### src/rtl/ibr128_pkg.sv
// Shared definitions for the IBR128 Avalon-MM master: CSR map, CTRL fields
// and the sequencer state encoding.
package ibr128_pkg;

    localparam logic [4:0] ADDR_IV0  = 5'h00;
    localparam logic [4:0] ADDR_IV1  = 5'h01;
    localparam logic [4:0] ADDR_IV2  = 5'h02;
    localparam logic [4:0] ADDR_IV3  = 5'h03;
    localparam logic [4:0] ADDR_KEY0 = 5'h04;
    localparam logic [4:0] ADDR_KEY1 = 5'h05;
    localparam logic [4:0] ADDR_KEY2 = 5'h06;
    localparam logic [4:0] ADDR_KEY3 = 5'h07;
    localparam logic [4:0] ADDR_PT0  = 5'h08;
    localparam logic [4:0] ADDR_PT1  = 5'h09;
    localparam logic [4:0] ADDR_PT2  = 5'h0A;
    localparam logic [4:0] ADDR_PT3  = 5'h0B;
    localparam logic [4:0] ADDR_CT0  = 5'h0C;
    localparam logic [4:0] ADDR_CT1  = 5'h0D;
    localparam logic [4:0] ADDR_CT2  = 5'h0E;
    localparam logic [4:0] ADDR_CT3  = 5'h0F;
    localparam logic [4:0] ADDR_CTRL = 5'h10;
    localparam logic [4:0] ADDR_STA  = 5'h11;

    localparam int CTRL_EN_BIT  = 0;
    localparam int CTRL_SA_BIT  = 1;
    localparam int CTRL_ENC_BIT = 2;
    localparam int CTRL_SOM_LSB = 3;
    localparam int CTRL_FB_BIT  = 5;

    // Word index limits: 12 data words then CTRL; 4 ciphertext words.
    localparam logic [3:0] WR_LAST_IDX = 4'd12;
    localparam logic [3:0] CT_LAST_IDX = 4'd3;

    typedef enum logic [2:0] {
        IDLE,
        WR,
        POLL_REQ,
        POLL_CAP,
        CT_REQ,
        CT_CAP,
        DIS,
        DONE
    } state_t;

    function automatic logic [31:0] ctrl_word(input logic fb, input logic [1:0] som,
                                              input logic enc, input logic sa,
                                              input logic en);
        logic [31:0] w;
        w = '0;
        w[CTRL_EN_BIT]         = en;
        w[CTRL_SA_BIT]         = sa;
        w[CTRL_ENC_BIT]        = enc;
        w[CTRL_SOM_LSB +: 2]   = som;
        w[CTRL_FB_BIT]         = fb;
        return w;
    endfunction

endpackage

### src/rtl/ibr128_avm_master.sv
// Avalon-MM master that loads IV/key/PT into an IBR128 core, polls for
// completion and reads back the ciphertext. Optional poll timeout: IBR128_AVM_TIMEOUT_EN.
module ibr128_avm_master
    import ibr128_pkg::*;
#(
    parameter int POLL_MAX = 1024
) (
    input  logic         Clk,
    input  logic         RstN,
    input  logic         Start,
    input  logic [127:0] KeyIn,
    input  logic [127:0] IvIn,
    input  logic [127:0] PtIn,
    input  logic         ModeEncrypt,
    input  logic         ModeSA,
    input  logic [1:0]   ModeSOM,
    input  logic         ModeFB,
    output logic         Busy,
    output logic         Done,
    output logic         Err,
    output logic [127:0] CtOut,
    output logic         CS,
    output logic         Write,
    output logic         Read,
    output logic [4:0]   Addr,
    output logic [31:0]  WData,
    input  logic [31:0]  RData
);

    // Bus handshake: fixed-timing master with no wait states; a command is
    // valid for exactly the cycle CS is high, and read data is taken from
    // RData in the cycle right after the read command.

    state_t       state_q, state_d;
    logic [3:0]   idx_q, idx_d;
    logic [127:0] key_q, iv_q, pt_q, ct_q;
    logic         enc_q, sa_q, fb_q;
    logic [1:0]   som_q;
    logic         accept;
    logic         timeout;
    logic [6:0]   word_lsb;
    logic [31:0]  data_word;

    assign accept   = (state_q == IDLE) && Start;
    assign word_lsb = {idx_q[1:0], 5'd0};

    always_ff @(posedge Clk or negedge RstN) begin
        if (!RstN) begin
            state_q <= IDLE;
            idx_q   <= '0;
            key_q   <= '0;
            iv_q    <= '0;
            pt_q    <= '0;
            ct_q    <= '0;
            enc_q   <= 1'b0;
            sa_q    <= 1'b0;
            fb_q    <= 1'b0;
            som_q   <= '0;
        end else begin
            state_q <= state_d;
            idx_q   <= idx_d;
            if (accept) begin
                key_q <= KeyIn;
                iv_q  <= IvIn;
                pt_q  <= PtIn;
                enc_q <= ModeEncrypt;
                sa_q  <= ModeSA;
                fb_q  <= ModeFB;
                som_q <= ModeSOM;
            end
            if (state_q == CT_CAP) begin
                ct_q[word_lsb +: 32] <= RData;
            end
        end
    end

`ifdef IBR128_AVM_TIMEOUT_EN
    localparam int CW = $clog2(POLL_MAX + 1);
    localparam logic [CW-1:0] POLL_LIMIT = CW'(POLL_MAX);

    logic [CW-1:0] poll_q;
    logic [CW-1:0] poll_inc;
    logic          err_q;

    assign poll_inc = poll_q + CW'(1);
    assign timeout  = (state_q == POLL_CAP) && !RData[0] && (poll_inc == POLL_LIMIT);
    assign Err      = err_q;

    always_ff @(posedge Clk or negedge RstN) begin
        if (!RstN) begin
            poll_q <= '0;
            err_q  <= 1'b0;
        end else if (accept) begin
            poll_q <= '0;
            err_q  <= 1'b0;
        end else if ((state_q == POLL_CAP) && !RData[0]) begin
            poll_q <= poll_inc;
            if (timeout) begin
                err_q <= 1'b1;
            end
        end
    end
`else
    assign timeout = 1'b0;
    assign Err     = 1'b0;

    // POLL_MAX has no effect while polling is unbounded.
    if (POLL_MAX < 1) begin : g_poll_max_ignored
    end
`endif

    always_comb begin
        state_d = state_q;
        idx_d   = idx_q;
        case (state_q)
            IDLE: begin
                if (Start) begin
                    state_d = WR;
                    idx_d   = '0;
                end
            end
            WR: begin
                if (idx_q == WR_LAST_IDX) begin
                    state_d = POLL_REQ;
                    idx_d   = '0;
                end else begin
                    idx_d = idx_q + 4'd1;
                end
            end
            POLL_REQ: state_d = POLL_CAP;
            POLL_CAP: begin
                if (RData[0]) begin
                    state_d = CT_REQ;
                    idx_d   = '0;
                end else if (timeout) begin
                    state_d = DIS;
                end else begin
                    state_d = POLL_REQ;
                end
            end
            CT_REQ: state_d = CT_CAP;
            CT_CAP: begin
                if (idx_q == CT_LAST_IDX) begin
                    state_d = DIS;
                end else begin
                    state_d = CT_REQ;
                    idx_d   = idx_q + 4'd1;
                end
            end
            DIS:     state_d = DONE;
            DONE:    state_d = IDLE;
            default: state_d = IDLE;
        endcase
    end

    always_comb begin
        case (idx_q[3:2])
            2'd0:    data_word = iv_q[word_lsb +: 32];
            2'd1:    data_word = key_q[word_lsb +: 32];
            default: data_word = pt_q[word_lsb +: 32];
        endcase
    end

    always_comb begin
        CS    = 1'b0;
        Write = 1'b0;
        Read  = 1'b0;
        Addr  = '0;
        WData = '0;
        case (state_q)
            WR: begin
                CS    = 1'b1;
                Write = 1'b1;
                if (idx_q == WR_LAST_IDX) begin
                    Addr  = ADDR_CTRL;
                    WData = ctrl_word(fb_q, som_q, enc_q, sa_q, 1'b1);
                end else begin
                    Addr  = ADDR_IV0 + 5'(idx_q);
                    WData = data_word;
                end
            end
            POLL_REQ: begin
                CS   = 1'b1;
                Read = 1'b1;
                Addr = ADDR_STA;
            end
            CT_REQ: begin
                CS   = 1'b1;
                Read = 1'b1;
                Addr = ADDR_CT0 + 5'(idx_q);
            end
            DIS: begin
                CS    = 1'b1;
                Write = 1'b1;
                Addr  = ADDR_CTRL;
                WData = ctrl_word(fb_q, som_q, enc_q, sa_q, 1'b0);
            end
            default: begin
                CS = 1'b0;
            end
        endcase
    end

    assign Busy  = (state_q != IDLE);
    assign Done  = (state_q == DONE);
    assign CtOut = ct_q;

endmodule

### config.mk
export PLATFORM = sky130hd
export DESIGN_NAME = ibr128_avm_master
export DESIGN_NICKNAME = d
export VERILOG_FILES = /design/src/rtl/ibr128_pkg.sv /design/src/rtl/ibr128_avm_master.sv
export SDC_FILE = /design/constraint.sdc
export NUM_CORES = 1
export LEC_CHECK = 0
export CAP_MARGIN = 20
export CORE_MARGIN = 4
export CORE_UTILIZATION = 38
export DETAILED_ROUTE_END_ITERATION = 10
export DONT_BUFFER_PORTS = 1
export PLACE_DENSITY_LB_ADDON = 0.2
export RECOVER_POWER = 100
export SETUP_SLACK_MARGIN = 0.4
export SLEW_MARGIN = 10
export SYNTH_ARGS = -nofsm -noshare
export SYNTH_HDL_FRONTEND = slang
export SYNTH_SLANG_ARGS = --single-unit
### constraint.sdc
create_clock -name Clk -period 2.6 [get_ports Clk]
set_input_delay 0.52 -clock Clk [delete_from_list [all_inputs] [get_ports Clk]]
set_output_delay 0.52 -clock Clk [all_outputs]
set_load 0.05 [all_outputs]
## Yosys cells after proc, flatten, opt, wreduce, memory -nomap -nowiden

Index checks and enable logic that the tools add are counted.

- Bits of input ports: 424
- ROM bits: 0
- Output and inout port bits: 171
- Bits in writable memories: 0
- Register bits: 524
- Memories: 0
- Bits in latches: 0

- Reductions and logical operators: 10
- Eq/ne operators: 14
- $add $sub $neg: 3
- Shift operators: 5
- Bitwise gates (word level): 0
- Divide/modulo/power cells: 0
- Muxes and demuxes: 19
- Multiply operators: 0
- Magnitude comparators: 0

Operator list:

| operator | count |
|---|---|
| $shiftx 128x8->32 | 3 |
| $bwmux 128 | 1 |
| $pmux 32 s2 | 2 |
| $shift 32x9->128 const A | 1 |
| $shiftx 32x9->128 | 1 |
| $mux 32 | 1 |
| $pmux 3 s8 | 1 |
| $pmux 5 s4 | 1 |
| $mux 4 | 4 |
| $pmux 4 s4 | 1 |
| $eq 3x3->1 const B | 4 |
| $mux 3 | 3 |
| $neg 7->9 | 1 |
| $ne 2x2->1 const B | 4 |
| $eq 3x2->1 const B | 2 |
| $add 4x4->5 const A | 1 |
| $mux 5 | 1 |
| $add 4x1->4 const B | 1 |
| $eq 4x2->1 const B | 1 |
| $eq 4x4->1 const B | 1 |
| $reduce_and 4->1 | 1 |
| $reduce_bool 4->1 | 1 |
| $reduce_or 2->1 | 2 |
| $reduce_or 4->1 | 1 |
| other kinds (9) | 11 |

## Depth between registers and ports, before layout

Gate-level depths: netlist of run 1.

- Depth in word-level cells: 4
- Depth in mapped cells: 9
- Depth with buffers taken out: 6

## Worst setup path after synthesis of run 1

OpenSTA, ideal clock, no wires.

- Kind: flip-flop to output port
- Start point: register idx_q[1]
- End point: output WData[3]
- Path slack: -1.204 ns
- Stages on the path, launching flop included: 9
- Buffers on the path: 3
- Arrival time: 3.284 ns
- Data required time: 2.080 ns
- Cells stage by stage: dfrtp_1 buf_2 inv_1 buf_2 buf_1 ha_1 nand2_1 nand2_1 o41ai_1

- Word-level cells in the longest chain between the ends: 4
- Elaborated cells on any way between the ends: 7
- Those cells by class: 1 x eq/ne; 3 x shift; 3 x mux

RTL lines:

| element | RTL line | RTL |
|---|---|---|
| from (decl) | ibr128_avm_master.sv:35 | `logic [3:0] idx_q, idx_d;` |
| from (signal assigned) | ibr128_avm_master.sv:61 | `idx_q <= idx_d;` |
| $shiftx 128x8->32 (on tied branches) | ibr128_avm_master.sv:160, ibr128_avm_master.sv:158, ibr128_avm_master.sv:159 |  |
| $pmux 32 s2 | ibr128_avm_master.sv:157 | `case (idx_q[3:2])` |
| $mux 32 (*) | ibr128_avm_master.sv:174 | `if (idx_q == WR_LAST_IDX) begin` |
| $pmux 32 s2 (*) | ibr128_avm_master.sv:170 | `case (state_q)` |
| to (decl) | ibr128_avm_master.sv:26 | `output logic [31:0] WData,` |

Mark *: on every way between the ends. The rest lies on a longest branch, timed or not.

## Worst setup path in the final report of run 1

- Start point: register idx_q[2]
- End point: output WData[21]

- Word-level cells in the longest chain between the ends: 4
- Elaborated cells on any way between the ends: 6
- Those cells by class: 2 x eq/ne; 3 x mux; 1 x reduce/logical

RTL lines:

| element | RTL line |
|---|---|
| $eq 2x1->1 / $logic_not 2->1 (equally long branches) | ibr128_avm_master.sv:157 |
| $pmux 32 s2 | ibr128_avm_master.sv:157 |
| $mux 32 (*) | ibr128_avm_master.sv:174 |
| $pmux 32 s2 (*) | ibr128_avm_master.sv:170 |

Marks and branches as above.

==> flow_summary.json, run 1 <==
{
  "r2r-end": "CtOut[99]",
  "die_x_um": 254.5,
  "rows": 90,
  "hold_ws_ns": -0.3935,
  "wirelength_mm": 84.41,
  "cap_viol_max_count": 0,
  "finalNetCount": 2431,
  "dpl.hpwl_mm": 58.19,
  "worst-r2r-cell-count": 7,
  "finalHoldViolCount": 387,
  "avgSynthCellArea_um2": 12.61,
  "setup_viol": 363,
  "drc": 0,
  "power_density_mw_per_mm2": 1662,
  "cts_tree": "done",
  "p_total_w": 0.05010,
  "synth_commonest_cells": "dfrtp_1, mux2_2, nand2_1",
  "dpl_cell_area_mm2": 0.02563,
  "crit_start": "idx_q[2]",
  "fin_area_mm2": 0.03014,
  "relSlewSlack_pct": -28.94,
  "synth_most_common_cell": "dfrtp_1",
  "clkSinkCount": 524,
  "nFillCells": 5173,
  "synth-warning-count": 0,
  "critical_path_class": "flip-flop to output pin",
  "die_y_um": 254.5,
  "violations": "hold timing, slew limit, setup timing",
  "ant_nets": 0,
  "status": "finished, violations left",
  "avgRoutedWirePerCell_um": 29.59,
  "cp-end-kind": "output pin",
  "gr-total-overflow": 0,
  "finalWeightedCongestion": 0.8410,
  "path_max_fanout": 19,
  "vias": 16150,
  "grt_pass1_wl_mm": 115.6,
  "cts.clk_slew.worst_paths_ns": 0.06,
  "ys_ff_latch": 524,
  "synth_edf_count": 0,
  "routed_via_density": 5.661,
  "area_delta_synth_final_pct": 30.58,
  "p_leak_nw": 12.66,
  "vdd_drop_max_uv": 933.1,
  "min_period_ns": 3.319,
  "r2r-start": "idx_q[1]",
  "drive_above_1_share_pct": 43.55,
  "syn-cell-area_mm2": 0.02308,
  "setup_ws_ns": -0.7188,
  "rsz0062_at_grt": "yes",
  "clk_latency_ns": 0.60,
  "pin_count": 595,
  "track_usage_pct": 24.12,
  "clockBufferDepth": 3,
  "yosysTopAreaCellShare_pct": 56.81,
  "initial_core_util_pct": 38.31,
  "syn-num-nets": 2265,
  "yosys-top-cells-area": "dfrtp_1, mux2_2, nand2_1",
  "h-tree-depth": 2,
  "finClkSkew_ns": 0.01173,
  "synth_cell_types": 50,
  "postSynthCellCount": 1831,
  "cp_data_required_time_ns": 2.08,
  "final_util_pct": 50.03,
  "grt_start_max_net_pins": 525,
  "cts-buffers-inserted": 57,
  "finalCritPeriodShare_pct": 127.6,
  "cts_root_buffer": "clkbuf_16",
  "dr.first_iter.drc_count": 1031,
  "timing.setup.tns_ns": -63.45,
  "ctsHoldBuffers": 2,
  "slew_violations": 172,
  "async_flop_share_pct": 100.0,
  "instances_no_fill": 2853,
  "yosysTopAreaCell": "dfrtp_1",
  "worst_pin_slew_ns": 1.934,
  "placed_cells": 2635,
  "fp.dieArea_mm2": 0.06475,
  "drt_first_pass_iters": 8,
  "r2r_slack_ns": -0.37,
  "critPathLaunchType": "flip-flop",
  "core-area_mm2": 0.06025,
  "port_buffers": 0,
  "grt_pass1_vias": 16740,
  "fmax_mhz": 301.3,
  "antenna_found_initial": 68,
  "ys_seq_area_share_pct": 56.81,
  "crit_arrival_ns": 2.80,
  "synth_top_flop_cell": "dfrtp_1",
  "hold_class": "input port to async pin"
}
-- sequential cells by signal, indices dropped and copies added (netlist names) --
signal   flops
CtOut      128
key_q      128
idx_q        4
som_q        2
sa_q         1
iv_q       128
enc_q        1
pt_q       128
state_q      3
fb_q         1
-- through the flow --
step | hold WS [ns] | setup slack [ns]
floorplan | 0.2244 | 0.04328
global route | -0.4203 | -0.7998
global placement | 0.2376 | -0.4926
CTS | -0.4229 | -0.7781
detailed placement | 0.2361 | -0.5308
finish | -0.3935 | -0.7188
-- cell usage in the layout (no fill, tap or decap), types with 10 or more instances in the layout --
master     netlist  routed
buf_6           32      31
mux2_1          29      21
o21ai_1         17      17
a311oi_2         0      29
a211oi_1        56      19
mux2_4           0     112
a22oi_2          0      22
o21ai_0         93      91
dfrtp_1        524     521
buf_4            7     109
a211oi_2         0      29
diode_2          0      32
o21a_4           0      15
a22o_1          89      83
clkbuf_16        0      67
buf_16           0      17
a311oi_1        52      18
buf_12           0      69
a22oi_1         61      39
clkbuf_8         0      13
clkbuf_1        55      15
mux2_2         360     256
nand2_1        274     264
clkinv_2         0      10
-- layout make-up --
class | count | area, um^2 | share of cell area (%)
multi-input combinational | 1153 | 10650 | 35.33
antenna | 32 | 80.08 | 0.2657
tap | 782 | 978.4 | 3.246
clock buffer | 82 | 1693 | 5.616
timing repair buffer | 254 | 3446 | 11.43
sequential | 524 | 13120 | 43.52
inverter | 7 | 33.78 | 0.1121
clock inverter | 19 | 145.1 | 0.4815
-- report_power, final --
part | internal, W | switching [W]
clock | 0.00460 | 0.00340
combinational | 0.0123 | 0.0112
sequential | 0.0122 | 0.00635
-- critical path, stage by stage (launching register included) --
cell      delay, ns
dfrtp_2        0.42
inv_2          0.07
ha_4           0.20
buf_12         0.13
buf_16         0.15
buf_4          0.17
a22o_1         0.21
a211oi_1       0.31
a311oi_1       0.12
o21a_4         0.24
buf_12         0.14
-- routing by layer --
metal	share of wire [%]	track usage (%)	vias up
li1	-	-	7074
met1	36	26.41	8219
met2	51	42.32	591
met3	9.8	10.37	198
met4	2.9	7.962	68
met5	0.56	0	-
-- logic make-up after synthesis --
group	count (synthesis)	synth area share [%]
adders and majority gates	10	0.5421
buffers and inverters	154	3.925
muxes	389	18.98
DFF	524	56.81
and+or+nand+nor	313	5.632
other	1	0.01625
AOI/OAI and AO/OA	438	14.02
xor gates and xnor gates	2	0.07590
-- how the worst max path moves through the flow --
stage	to	slack, ns
5_1_grt	WData[29]	-0.80
3_3_place_gp	WData[29]	-0.49
2_1_floorplan	WData[5]	0.04
6_report	WData[21]	-0.72
3_5_place_dp	WData[29]	-0.53
4_1_cts	WData[25]	-0.78
-- timing repair --
action                     CTS  global route
gates resized for setup    130           223
buffers inserted            33            29
pin swaps                   61            54
gates cloned                11            10
hold endpoints to repair   526           524
setup endpoints to repair   59           101
Power figures use the tool's default switching activity.
==> inputs of run 2 (changes only) <==
--- a/config.mk
+++ b/config.mk
@@ -5,11 +5,12 @@
 export SDC_FILE = /design/constraint.sdc
 export NUM_CORES = 1
 export LEC_CHECK = 0
-export CAP_MARGIN = 20
+export CAP_MARGIN = 10
 export CORE_MARGIN = 4
 export CORE_UTILIZATION = 38
 export DETAILED_ROUTE_END_ITERATION = 10
 export DONT_BUFFER_PORTS = 1
+export MAX_ROUTING_LAYER = met4
 export PLACE_DENSITY_LB_ADDON = 0.2
 export RECOVER_POWER = 100
 export SETUP_SLACK_MARGIN = 0.4
==> run 2 against run 1 <==
The run still ends with hold timing, slew limit, setup timing left. Final cell count is 1.2% higher. Critical path depth stayed put. Sequential power hardly changed. Core utilization is 0.083 points higher. Wire length hardly changed. First-iteration DRC count is 0.68% higher. Clock power hardly changed. Final area is 0.17% higher. Global-route usage is 0.76 points higher.
==> flow_summary.json, run 2 (synthesis gave the netlist of run 1 again) <==
{
  "finalNetCount": 2433,
  "fmax_mhz": 300.1,
  "gr-total-overflow": 0,
  "vias": 16030,
  "dr.first_iter.drc_count": 1038,
  "min_period_ns": 3.332,
  "critPathLaunchType": "flip-flop",
  "finalCritPeriodShare_pct": 128.2,
  "p_leak_nw": 12.66,
  "violations": "hold timing, slew limit, setup timing",
  "finClkSkew_ns": 0.01604,
  "crit_arrival_ns": 2.81,
  "setup_ws_ns": -0.7323,
  "fp.dieArea_mm2": 0.06475,
  "antenna_found_initial": 67,
  "layout_common_cells": "dfrtp_1, nand2_1, mux2_2, mux2_4, buf_4",
  "port_buffers": 0,
  "rsz0062_at_grt": "yes",
  "cp-end-kind": "output pin",
  "p_total_w": 0.05005,
  "h-tree-depth": 2,
  "vdd_drop_max_uv": 933.1,
  "wirelength_mm": 84.43,
  "clkSinkCount": 524,
  "clk_latency_ns": 0.61,
  "hold_ws_ns": -0.3985,
  "drive_above_1_share_pct": 43.41,
  "grt_start_max_net_pins": 525,
  "final_util_pct": 50.11,
  "die_y_um": 254.5,
  "cts_tree": "done",
  "cap_viol_max_count": 0,
  "post-place-ws_ns": -0.5308,
  "finalHoldViolCount": 371,
  "area_delta_synth_final_pct": 30.80,
  "rows": 90,
  "dpl.hpwl_mm": 58.19,
  "track_usage_pct": 24.88,
  "slew_violations": 208,
  "setup_viol": 411,
  "cts_root_buffer": "clkbuf_16",
  "pin_count": 595,
  "avgRoutedWirePerCell_um": 29.23,
  "cp_data_required_time_ns": 2.08,
  "clockBufferDepth": 3,
  "die_x_um": 254.5,
  "core-area_mm2": 0.06025,
  "grt_pass1_vias": 16770,
  "hold_class": "input port to async pin",
  "critical_path_class": "flip-flop to output pin",
  "initial_core_util_pct": 38.31,
  "ctsHoldBuffers": 2,
  "cts-buffers-inserted": 57,
  "cts.clk_slew.worst_paths_ns": 0.06,
  "final_common_cell": "dfrtp_1",
  "routed_via_density": 5.549,
  "drc": 0,
  "path_max_fanout": 19,
  "status": "finished, violations left",
  "finalWeightedCongestion": 0.8541,
  "relSlewSlack_pct": -31.07,
  "worst_pin_slew_ns": 1.966,
  "ant_nets": 0,
  "power_density_mw_per_mm2": 1658,
  "drt_first_pass_iters": 5,
  "grt_pass1_wl_mm": 115.3
}
[run 2: cell types whose count changed in the layout (fill, tap and decap cells not counted), moves of 2 or more]
| cell | before | now |
|---|---|---|
| a311oi_2 | 29 | 27 |
| o21ai_1 | 17 | 14 |
| o21ai_0 | 91 | 94 |
| diode_2 | 32 | 65 |
| a311oi_1 | 18 | 20 |
| a211oi_1 | 19 | 21 |
| clkbuf_4 | 4 | 7 |
[run 2: final timing paths]
check,startpoint,depth (start not counted),slack [ns],endpoint
max in group asynchronous,RstN,0,1.42,key_q[43]
min in group Clk,RData[29],2,0.03,CtOut[61]
worst max-delay path,idx_q[2],10,-0.73,WData[21]
worst min-delay path,RstN,0,-0.40,CtOut[57]
worst min register to register,key_q[45],1,0.49,key_q[45]
worst max register to register,state_q[2],8,-0.38,key_q[57]
[run 2: area by class of cell]
type                            count  area, um^2
Clock buffer                       82        1693
Timing Repair Buffer              256        3450
Antenna cell                       65       162.7
Fill cell                        5192       30050
Sequential cell                   524       13120
Multi-Input combinational cell   1153       10620
Inverter                            7       28.78
Clock inverter                     19       145.1
Tap cell                          782       978.4
[run 2: power by group]
group | internal (W) | total (W) | switching, W
Combinational | 0.0123 | 0.0235 | 0.0112
Sequential | 0.0122 | 0.0186 | 0.00634
Clock | 0.00460 | 0.00800 | 0.00340
[run 2: stage by stage]
stage               area (um^2)  setup TNS (ns)  hold WS, ns  cells
floorplan                 23630               0       0.2244   1831
global placement          25630          -3.486       0.2376   2635
detailed placement        25630          -4.303       0.2361   2635
CTS                       28780          -23.59      -0.4229   2782
global route              30180         -115.65      -0.4203   2883
finish                    30190          -63.98      -0.3985   2888
[run 2: layer usage]
metal,global-route usage [%],share of wire (%),up-vias
li1,-,-,7110
met1,26.56,37,8200
met2,42.36,51,593
met3,10.17,9.5,122
met4,7.931,2.9,0
met5,-,0,-
[run 2: what timing repair did]
item                                    CTS  global route
endpoints found under the setup margin   59           102
gates cloned                             11            10
setup buffers                            33            31
resized for setup                       130           219
hold endpoints to repair                526           524
pin swaps                                61            56
[run 2: worst max-delay path, cell delays in order (launching register included)]
cell and delay, ns:
dfrtp_2 0.42, inv_2 0.07, ha_4 0.20, buf_12 0.13
buf_16 0.15, buf_4 0.18, a22o_1 0.21, a211oi_1 0.31
a311oi_1 0.12, o21a_4 0.24, buf_12 0.14
==> inputs of run 3 (changes only) <==
--- a/config.mk
+++ b/config.mk
@@ -7,11 +7,11 @@
 export LEC_CHECK = 0
 export CAP_MARGIN = 10
 export CORE_MARGIN = 4
-export CORE_UTILIZATION = 38
+export CORE_UTILIZATION = 35
 export DETAILED_ROUTE_END_ITERATION = 10
 export DONT_BUFFER_PORTS = 1
 export MAX_ROUTING_LAYER = met4
-export PLACE_DENSITY_LB_ADDON = 0.2
+export PLACE_DENSITY = 0.58
 export RECOVER_POWER = 100
 export SETUP_SLACK_MARGIN = 0.4
 export SLEW_MARGIN = 10
==> run 3 against run 2 <==
Global-route usage fell by 1.9 points. Critical endpoint is now WData[29]. Sequential cell count unchanged. Via count decreased by 0.70%. Critical path type unchanged. Critical path depth increased by 1. Clock skew grew 0.013 ns. Maximum frequency up 1.1%. The flow finishes with violations (capacitance limit, slew limit, setup timing). Worst setup slack improved by 0.037 ns. Clock power rose by 12%. Core utilization down 5.1 points. Register-to-register slack improved by 0.15 ns. Sequential power about the same.
==> flow_summary.json, run 3 (synthesis gave the netlist of run 1 again) <==
{
  "slew_violations": 303,
  "r2r-start": "idx_q[1]",
  "setup_ws_ns": -0.6950,
  "finalHoldViolCount": 0,
  "core-area_mm2": 0.06481,
  "vdd_drop_max_uv": 1028,
  "area_delta_synth_final_pct": 26.26,
  "grt_pass1_vias": 17120,
  "clkSinkCount": 524,
  "critPathLaunchType": "flip-flop",
  "dr.first_iter.drc_count": 1075,
  "critical_path_class": "flip-flop to output pin",
  "clockBufferDepth": 3,
  "initial_core_util_pct": 35.61,
  "cp-end-kind": "output pin",
  "final_common_cell": "dfrtp_1",
  "relSlewSlack_pct": -47.92,
  "drc": 0,
  "post-place-ws_ns": -0.4647,
  "p_total_w": 0.04863,
  "cap_viol_max_count": 2,
  "drive_above_1_share_pct": 40.66,
  "cts_tree": "done",
  "cts.clk_slew.worst_paths_ns": 0.06,
  "finClkSkew_ns": 0.02895,
  "gr-total-overflow": 0,
  "ant_nets": 0,
  "avgRoutedWirePerCell_um": 28.23,
  "pin_count": 595,
  "hold_class": "input port to flip-flop",
  "h-tree-depth": 2,
  "dpl_cell_area_mm2": 0.02574,
  "vias": 15910,
  "setup_viol": 212,
  "nFillCells": 5778,
  "fp.dieArea_mm2": 0.07012,
  "die_x_um": 264.8,
  "crit_arrival_ns": 2.78,
  "path_max_fanout": 8,
  "crit_start": "idx_q[2]",
  "antenna_found_initial": 63,
  "p_leak_nw": 11.98,
  "drt_first_pass_iters": 5,
  "final_util_pct": 44.96,
  "rsz0062_at_grt": "yes",
  "cp_data_required_time_ns": 2.08,
  "min_period_ns": 3.295,
  "die_y_um": 264.8,
  "fin_area_mm2": 0.02914,
  "finalCritPeriodShare_pct": 126.7,
  "grt.met1_usage_pct": 24.26,
  "worst_pin_slew_ns": 2.219,
  "power_density_mw_per_mm2": 1669,
  "violations": "capacitance limit, slew limit, setup timing",
  "cts_root_buffer": "clkbuf_16",
  "clk_latency_ns": 0.62,
  "cts-buffers-inserted": 57,
  "track_usage_pct": 23.02,
  "finalWeightedCongestion": 0.8794,
  "dpl.hpwl_mm": 59.53,
  "rows": 93,
  "fmax_mhz": 303.5,
  "use_met3_pct": 8.808,
  "grt-busiest-layer": "met2",
  "layout_common_cells": "dfrtp_1, mux2_2, nand2_1, o21ai_0, buf_4",
  "grt_start_max_net_pins": 525,
  "port_buffers": 0,
  "grt_pass1_wl_mm": 117.7,
  "routed_via_density": 5.455,
  "wirelength_mm": 82.34,
  "hp-start": "RData[27]",
  "grt.met2_usage_pct": 39.52,
  "finalNetCount": 2389,
  "status": "finished, violations left"
}
==> run 3: cell count changes in the layout (fill, tap and decap cells not counted), sizes merged <==
cell and change:
buf -51, dlygate4sd3 +8, inv +1, clkinvlp +3, clkbuf -10, bufinv +11
diode -5, bufbuf -1
==> run 3: power breakdown <==
part / internal, W / total, W / switching (W)
Sequential: 0.0122 / 0.0185 / 0.00628
Combinational: 0.0103 / 0.0211 / 0.0108
Clock: 0.00546 / 0.00899 / 0.00353
Total: 0.0280 / 0.0486 / 0.0206
==> run 3: what timing repair did <==
item,in CTS,in global routing
hold buffers,9,3
pin swaps,35,30
resized for setup,122,42
setup endpoints to repair,42,42
setup buffers,15,9
gates cloned,4,2
hold endpoints to repair,533,103
==> run 3: worst paths after layout <==
| kind | end | slack [ns] | cells past startpoint |
|---|---|---|---|
| max in group asynchronous | key_q[15] | -0.13 | 3 |
| hold / removal | CtOut[91] | 0.05 | 2 |
| setup reg to reg | CtOut[98] | -0.23 | 8 |
| min in group asynchronous | iv_q[61] | 0.73 | 2 |
| hold reg to reg | key_q[32] | 0.49 | 1 |
| setup / recovery | WData[29] | -0.70 | 11 |
==> run 3: through the flow <==
| step | setup TNS [ns] | hold WS [ns] | cells |
|---|---|---|---|
| after global placement | -4.215 | 0.2365 | 2706 |
| after CTS | -21.97 | -0.4238 | 2840 |
| final | -31.10 | 0.04550 | 2917 |
| after global routing | -128.75 | 0.01236 | 2915 |
| after detailed placement | -4.061 | 0.2368 | 2706 |
| after floorplan | 0 | 0.2244 | 1831 |
==> run 3: cell type report <==
cell class | instances | area [um^2] | share of cell area [%]
clock buffers | 72 | 1563 | 5.362
repair buffers | 212 | 2694 | 9.243
inverters | 7 | 27.53 | 0.09445
multi-input cells | 1153 | 10010 | 34.35
well taps | 855 | 1070 | 3.671
clock inverters | 34 | 514.2 | 1.765
flip-flops and latches | 524 | 13120 | 45.00
diodes | 60 | 150.1 | 0.5152
==> run 3: worst max-delay path, cell delays in order, from the launching register on <==
cell	delay (ns)
dfrtp_2	0.43
inv_2	0.09
ha_4	0.20
buf_12	0.18
buf_12	0.15
buf_4	0.16
a22o_1	0.19
a211oi_2	0.06
buf_4	0.15
a311oi_2	0.26
o21a_4	0.18
buf_12	0.13
==> run 3: metal layers <==
layer,routed length [um],vias up
li1,-,7012
met1,29680,8134
met2,42300,630
met3,7632,137
met4,2728,0
met5,0,-
